`src/rtl/rv32i_pkg.sv`:
```
// rv32i_pkg: shared RV32I opcodes, control FSM state codes and mux select encodings
package rv32i_pkg;
  localparam logic [6:0] OPC_OP     = 7'b0110011;
  localparam logic [6:0] OPC_OPIMM  = 7'b0010011;
  localparam logic [6:0] OPC_LOAD   = 7'b0000011;
  localparam logic [6:0] OPC_STORE  = 7'b0100011;
  localparam logic [6:0] OPC_BRANCH = 7'b1100011;
  localparam logic [6:0] OPC_JAL    = 7'b1101111;
  localparam logic [6:0] OPC_JALR   = 7'b1100111;
  localparam logic [6:0] OPC_LUI    = 7'b0110111;
  localparam logic [6:0] OPC_AUIPC  = 7'b0010111;
  localparam logic [6:0] OPC_FENCE  = 7'b0001111;
  localparam logic [6:0] OPC_SYSTEM = 7'b1110011;
  localparam logic [2:0] ST_IDLE   = 3'd0;
  localparam logic [2:0] ST_FETCH  = 3'd1;
  localparam logic [2:0] ST_DECODE = 3'd2;
  localparam logic [2:0] ST_EXEC   = 3'd3;
  localparam logic [2:0] ST_MEM    = 3'd4;
  localparam logic [2:0] ST_WB     = 3'd5;
  localparam logic [2:0] ST_HALT   = 3'd6;
  localparam logic [1:0] PC_PLUS4  = 2'd0;
  localparam logic [1:0] PC_ALU    = 2'd1;
  localparam logic [1:0] PC_BRANCH = 2'd2;
  localparam logic [1:0] WB_ALU    = 2'd0;
  localparam logic [1:0] WB_MEM    = 2'd1;
  localparam logic [1:0] WB_PC4    = 2'd2;
endpackage

```
`src/rtl/opcode_class_decode.sv`:
```
// opcode_class_decode: classifies a 7-bit RV32I opcode into the properties the control FSM needs
module opcode_class_decode
  import rv32i_pkg::*;
(
  input  logic [6:0] i_opcode,
  output logic       o_legal,
  output logic       o_is_load,
  output logic       o_is_store,
  output logic       o_is_branch,
  output logic       o_is_jump,
  output logic       o_writes_rd,
  output logic       o_uses_pc_a,
  output logic       o_uses_imm_b
);
  logic w_op, w_opimm, w_jal, w_jalr, w_lui, w_auipc, w_fence, w_system;
  assign w_op     = i_opcode == OPC_OP;
  assign w_opimm  = i_opcode == OPC_OPIMM;
  assign w_jal    = i_opcode == OPC_JAL;
  assign w_jalr   = i_opcode == OPC_JALR;
  assign w_lui    = i_opcode == OPC_LUI;
  assign w_auipc  = i_opcode == OPC_AUIPC;
  assign w_fence  = i_opcode == OPC_FENCE;
  assign w_system = i_opcode == OPC_SYSTEM;
  assign o_is_load   = i_opcode == OPC_LOAD;
  assign o_is_store  = i_opcode == OPC_STORE;
  assign o_is_branch = i_opcode == OPC_BRANCH;
  assign o_is_jump   = w_jal | w_jalr;
  assign o_legal     = w_op | w_opimm | o_is_load | o_is_store | o_is_branch | o_is_jump
                     | w_lui | w_auipc | w_fence | w_system;
  assign o_writes_rd  = w_op | w_opimm | o_is_load | o_is_jump | w_lui | w_auipc;
  // Branch target and JAL/AUIPC results are PC-relative
  assign o_uses_pc_a  = w_auipc | w_jal | o_is_branch;
  assign o_uses_imm_b = w_opimm | o_is_load | o_is_store | o_is_branch | o_is_jump | w_lui | w_auipc;
endmodule

```
`src/rtl/multicycle_ctrl.sv`:
```
// multicycle_ctrl: multi-cycle RV32I control FSM driving datapath enables, mux selects and memory handshake
module multicycle_ctrl
  import rv32i_pkg::*;
#(
  parameter int CNT_W          = 32,
  parameter bit HALT_ON_SYSTEM = 1'b1
) (
  input  logic             clk,
  input  logic             reset,
  input  logic             run,
  input  logic [6:0]       opcode,
  input  logic             branch_taken,
  input  logic             mem_ready,
  output logic             mem_req,
  output logic             mem_we,
  output logic             mem_sel_insn,
  output logic             ir_we,
  output logic             pc_we,
  output logic [1:0]       pc_sel,
  output logic             reg_we,
  output logic [1:0]       wb_sel,
  output logic             alu_a_sel,
  output logic             alu_b_sel,
  output logic             retire,
  output logic             halted,
  output logic [2:0]       state,
  output logic [CNT_W-1:0] instret
);
  logic [2:0]       r_state, w_next;
  logic [CNT_W-1:0] r_instret;
  logic w_legal, w_is_load, w_is_store, w_is_branch, w_is_jump, w_writes_rd, w_uses_pc_a, w_uses_imm_b;
  logic w_fetch, w_exec, w_mem, w_wb, w_alu_st, w_halt_dec, w_retire;
  logic [2:0] w_after_retire;
  opcode_class_decode u_dec (
    .i_opcode    (opcode),
    .o_legal     (w_legal),
    .o_is_load   (w_is_load),
    .o_is_store  (w_is_store),
    .o_is_branch (w_is_branch),
    .o_is_jump   (w_is_jump),
    .o_writes_rd (w_writes_rd),
    .o_uses_pc_a (w_uses_pc_a),
    .o_uses_imm_b(w_uses_imm_b)
  );
  assign w_fetch  = r_state == ST_FETCH;
  assign w_exec   = r_state == ST_EXEC;
  assign w_mem    = r_state == ST_MEM;
  assign w_wb     = r_state == ST_WB;
  // ALU operands stay selected through MEM/WB so the address and jump target remain stable
  assign w_alu_st = w_exec | w_mem | w_wb;
  assign w_halt_dec = !w_legal || (HALT_ON_SYSTEM && opcode == OPC_SYSTEM);
  // EXEC retires anything that neither touches memory nor writes rd: branch, FENCE, non-halting SYSTEM
  assign w_retire = (w_exec && !w_is_load && !w_is_store && !w_writes_rd)
                  | (w_mem && mem_ready && w_is_store) | w_wb;
  assign w_after_retire = run ? ST_FETCH : ST_IDLE;
  // Next-state selection
  always_comb begin
    w_next = r_state;
    case (r_state)
      ST_IDLE:   w_next = run ? ST_FETCH : ST_IDLE;
      ST_FETCH:  w_next = mem_ready ? ST_DECODE : ST_FETCH;
      ST_DECODE: w_next = w_halt_dec ? ST_HALT : ST_EXEC;
      ST_EXEC:   w_next = (w_is_load | w_is_store) ? ST_MEM : w_writes_rd ? ST_WB : w_after_retire;
      ST_MEM:    w_next = !mem_ready ? ST_MEM : w_is_load ? ST_WB : w_after_retire;
      ST_WB:     w_next = w_after_retire;
      ST_HALT:   w_next = ST_HALT;
      default:   w_next = ST_IDLE;
    endcase
  end
  // State register and retired-instruction counter
  always_ff @(posedge clk or negedge reset) begin
    if (!reset) begin
      r_state   <= ST_IDLE;
      r_instret <= '0;
    end else begin
      r_state <= w_next;
      if (w_retire) r_instret <= r_instret + CNT_W'(1);
    end
  end
  assign mem_req      = w_fetch | w_mem;
  assign mem_sel_insn = w_fetch;
  assign mem_we       = w_mem & w_is_store;
  assign ir_we        = w_fetch & mem_ready;
  assign pc_we        = w_retire;
  assign pc_sel       = (w_exec && w_is_branch && branch_taken) ? PC_BRANCH
                      : (w_wb && w_is_jump) ? PC_ALU : PC_PLUS4;
  assign reg_we       = w_wb;
  assign wb_sel       = !w_wb ? WB_ALU : w_is_load ? WB_MEM : w_is_jump ? WB_PC4 : WB_ALU;
  assign alu_a_sel    = w_alu_st & w_uses_pc_a;
  assign alu_b_sel    = w_alu_st & w_uses_imm_b;
  assign retire       = w_retire;
  assign halted       = r_state == ST_HALT;
  assign state        = r_state;
  assign instret      = r_instret;
endmodule

```
`config.mk`:
```
export PLATFORM = sky130hd
export DESIGN_NAME = multicycle_ctrl
export DESIGN_NICKNAME = d
export VERILOG_FILES = /design/src/rtl/rv32i_pkg.sv /design/src/rtl/opcode_class_decode.sv /design/src/rtl/multicycle_ctrl.sv
export SDC_FILE = /design/constraint.sdc
export NUM_CORES = 1
export LEC_CHECK = 0
export BUFFER_PORTS_ARGS = -buffer_cell sky130_fd_sc_hd__buf_2
export CORE_MARGIN = 4
export CORE_UTILIZATION = 45
export DETAILED_ROUTE_END_ITERATION = 6
export PLACE_DENSITY = 0.71
export SLEW_MARGIN = 20
export SYNTH_ARGS = -nofsm -noshare
export SYNTH_HDL_FRONTEND = slang
export SYNTH_SLANG_ARGS = --single-unit
```
`constraint.sdc`:
```
create_clock -name clk -period 2.7 [get_ports clk]
set_clock_uncertainty 0.2 [all_clocks]
set_input_delay 0.405 -clock clk [delete_from_list [all_inputs] [get_ports clk]]
set_output_delay 0.405 -clock clk [all_outputs]
set_load 0.02 [all_outputs]
```
==> flow_summary_export.csv <==
group,metric,value,unit
cells_and_area,post_synthesis_to_final_layout_area_growth,21.22,%
route,remaining_drc_errors,0,
route,drt-initial-drc-count,59,
global_routing,grt_antenna_before_repair,0,
worst_setup_path,critPathLaunch,"state[2]",
global_routing,met1_use_gr,24.38,%
clock_network,cts.repair_timing.setup_buffer_count,0,
timing,timing.final.setup_violations,0,
pwr,clkPwrFrac,23.4,%
worst_setup_path,nature_of_the_critical_path_endpoint,"primary output",
yosys,post_synth_inst_count,199,
clock_network,cts_buffer_depth,2,
worst_setup_path,critical-path-slowest-cell,"sky130_fd_sc_hd__dfrtp_1",
cells_and_area,final_nets,273,
pwr,switching_share,38.33,%
run_status,run_status,"complete, but fails checks",
yosys,synth.distinct_cells,44,
die,coreArea,4115,µm²
global_routing,grt_peak_use_layer,"met1",
global_routing,grt_use_met2,24.31,%
yosys,synthFlopType,"sky130_fd_sc_hd__dfrtp_1",
yosys,flip_flop_and_latch_count_after_synthesis,35,
clock_network,cts_hold_buffers,0,
timing,fin_crit,2.374,ns
pwr,power.sequential.fraction,42.9,%
route,vias_per_cell,5.242,
cells_and_area,antennaDiodeCount,0,
pwr,power_report.internal_total,985.5,µW
route,drt.antenna.violating_nets,0,
cells_and_area,area_occupied_by_multi_input_gates,1023,µm²
timing,worst_slew_pin_slew,0.7462,ns
placement,post-place-cells,303,
worst_setup_path,cp_cell_sequence,"inv_1 -> and3_1 -> a22o_1 -> buf_2",
run_status,failing_checks,"hold timing",
hold_path,worstHoldPathType,"in -> async",
cells_and_area,fillers,383,
pwr,p_leak,1.252,nW
placement,place.detailed.hpwl,3.207,mm
yosys,postSynthAreaPerCell,9.896,µm²
global_routing,grt_max_degree,36,
die,die_area,5499,µm²
timing,hold_viol_final,35,
worst_setup_path,rr_startpoint,"state[2]",
placement,globalplace.congestion,0.9289,
worst_setup_path,timing.critical_path.slowest_cell_delay,0.50,ns
clock_network,tritoncts_clock_tree,"built",
global_routing,grt_first_pass_wirelength,7.169,mm
die,initial_core_utilization,47.86,%
die,fp.dieH,74.16,µm
cells_and_area,final-seq-area,875.8,µm²
clock_network,count_of_clock_tree_sinks,35,
timing,timing.hold.ws,-0.008587,ns
global_routing,use_met3,4.189,%
clock_network,cts-htree-levels,2,
yosys,post_synth_instance_area,1969,µm²
pwr,total_switching_power,612.6,µW
worst_setup_path,startpoint_type_of_the_worst_setup_path,"flop",
yosys,synth_edf_count,0,
yosys,postSynth.asyncResetShare,100.0,%
global_routing,grt_overflow_total,0,
worst_setup_path,setup.worst_path.class,"reg -> out",
worst_setup_path,crit_required,2.10,ns
pwr,power_per_cell_area,669.4,nW/µm²
timing,slew-limit-headroom,50.25,%
placement,port-buffer-count,60,
job,cap_violations,0,
cells_and_area,drive_gt1_share,33.46,%
timing,post-route-period-util,87.94,%
route,overall_via_count_from_detail_route,1625,
clock_network,post_cts_resized,0,
route,dr.pass1.iters,4,
cells_and_area,post_layout_nonfiller_instances,310,
yosys,mappedNetlistNets,212,
clock_network,cts_made_buffers,5,
timing,rsz_0062_raised_after_global_routing,"no",
worst_setup_path,arrival,1.77,ns
die,floorplan.rows,23,
worst_setup_path,regToRegEndpoint,"instret[6]",
global_routing,first_global_vias,1547,
worst_setup_path,worst-r2r-setup-slack,0.48,ns
yosys,yosysSeqAreaShare,44.47,%
route,drt_wl_total,4.229,mm
global_routing,grtUsageTotal,16.82,%
timing,slew_viol_final,0,
die,die_width,74.16,µm
worst_setup_path,worst-path-max-fanout,10,
die,io-pin-count,61,
clock_network,clk_pin_slew_worst_paths,0.07,ns
timing,max_freq,0.4212,GHz
worst_setup_path,crit_end,"pc_we",
clock_network,clk_latency,0.28,ns
timing,timing.setup.tns,0,ns
clock_network,clock_tree.root_cell,"sky130_fd_sc_hd__clkbuf_8",
worst_setup_path,reg2reg_depth,7,
pwr,power.ir.vdd_worst,0.0005279,V
yosys,synth_warnings,0,
route,wire_per_inst,13.64,µm
pwr,comb_power_share,33.6,%
[critical path: cells and delay by family, from the launching register on]
kind,cells,cell delay [ns]
buf+inv,2,0.35
flops,1,0.50
simple gates,1,0.31
compound gates,1,0.33
[registers in the layout, indices dropped and copies added, names as in the netlist]
register	flops
state	3
instret	32
[cell families after synthesis]
logic type | share of synthesized area [%]
mux | 0.5718
fa+ha+maj | 0.6352
buf+inv | 3.557
flops | 44.47
compound gates | 9.403
xor+xnor | 14.23
simple gates | 27.13
[Yosys cell counts, drive strengths merged (2+ instances only)]
master,n,area (µm²)
a31oi,2,12.51
nor4,2,33.78
and4,6,57.56
and2,4,27.53
buf,8,51.29
and3,11,73.82
dfrtp,35,875.8
xor2,7,61.31
xnor2,25,219.0
a211o,2,17.52
nor2,15,56.30
o21ai,4,20.02
a21oi,8,43.79
nor3,5,30.03
nand4,6,37.54
nand3,13,77.58
inv,4,15.01
nand2b,3,18.77
nand2,24,90.09
[area by class of cell]
type	count	area share, %
sequential	35	36.69
timing repair buffer	63	13.52
multi-input combinational	151	42.87
tap	50	2.621
inverter	4	0.6289
clock inverter	1	0.2096
clock buffer	6	3.459
[how the worst min path moves through the flow]
stage,endpoint,slack (ns),cells past startpoint
after floorplan,instret[0],-0.09,0
after global placement,instret[31],0.25,1
after detailed placement,instret[31],0.25,1
after CTS,instret[30],0.008,1
after global routing,instret[30],0.05,1
final,instret[1],-0.009,1
[power by group through the flow]
stage	Sequential (mW)	Combinational [mW]	Clock (mW)
after floorplan	0.721	0.335	0
after global placement	0.695	0.540	0
after detailed placement	0.698	0.543	0
after CTS	0.689	0.546	0.389
after global routing	0.704	0.596	0.411
final	0.686	0.537	0.375
[through the flow]
stage / util (%) / power [mW] / instance area (µm²) / hold slack (ns) / setup WS [ns]
detailed placement: 55.88 / 1.241 / 2300 / 0.2531 / 0.4209
CTS: 58.01 / 1.624 / 2387 / 0.007759 / 0.3017
global placement: 55.88 / 1.235 / 2300 / 0.2501 / 0.4854
global route: 58.01 / 1.711 / 2387 / 0.05330 / 0.1156
finish: 58.01 / 1.598 / 2387 / -0.008587 / 0.3256
floorplan: - / 1.055 / 1969 / -0.09059 / 0.5209
[metal layers]
layer,part of all wire [%],vias up
li1,-,818
met1,49,762
met2,45,43
met3,4.8,2
met4,0.78,0
met5,0,-
[placed cells by master, fill, tap and decap left out, types with 2 or more instances in the layout]
cell type / instances
sky130_fd_sc_hd__nor2_1: 15
sky130_fd_sc_hd__dfrtp_1: 35
sky130_fd_sc_hd__and4_2: 2
sky130_fd_sc_hd__clkbuf_8: 6
sky130_fd_sc_hd__buf_2: 60
sky130_fd_sc_hd__nand2_1: 24
sky130_fd_sc_hd__nor3_1: 4
sky130_fd_sc_hd__nand3_1: 12
sky130_fd_sc_hd__buf_4: 3
sky130_fd_sc_hd__a31oi_1: 2
sky130_fd_sc_hd__and3_2: 4
sky130_fd_sc_hd__and4_1: 3
sky130_fd_sc_hd__nand4_1: 6
sky130_fd_sc_hd__and3_1: 7
sky130_fd_sc_hd__a211o_1: 2
sky130_fd_sc_hd__xnor2_1: 25
sky130_fd_sc_hd__o21ai_0: 4
sky130_fd_sc_hd__nand2b_1: 3
sky130_fd_sc_hd__a21oi_1: 7
sky130_fd_sc_hd__inv_1: 4
sky130_fd_sc_hd__and2_1: 3
sky130_fd_sc_hd__xor2_1: 7
(Power assumes the default switching activity.)
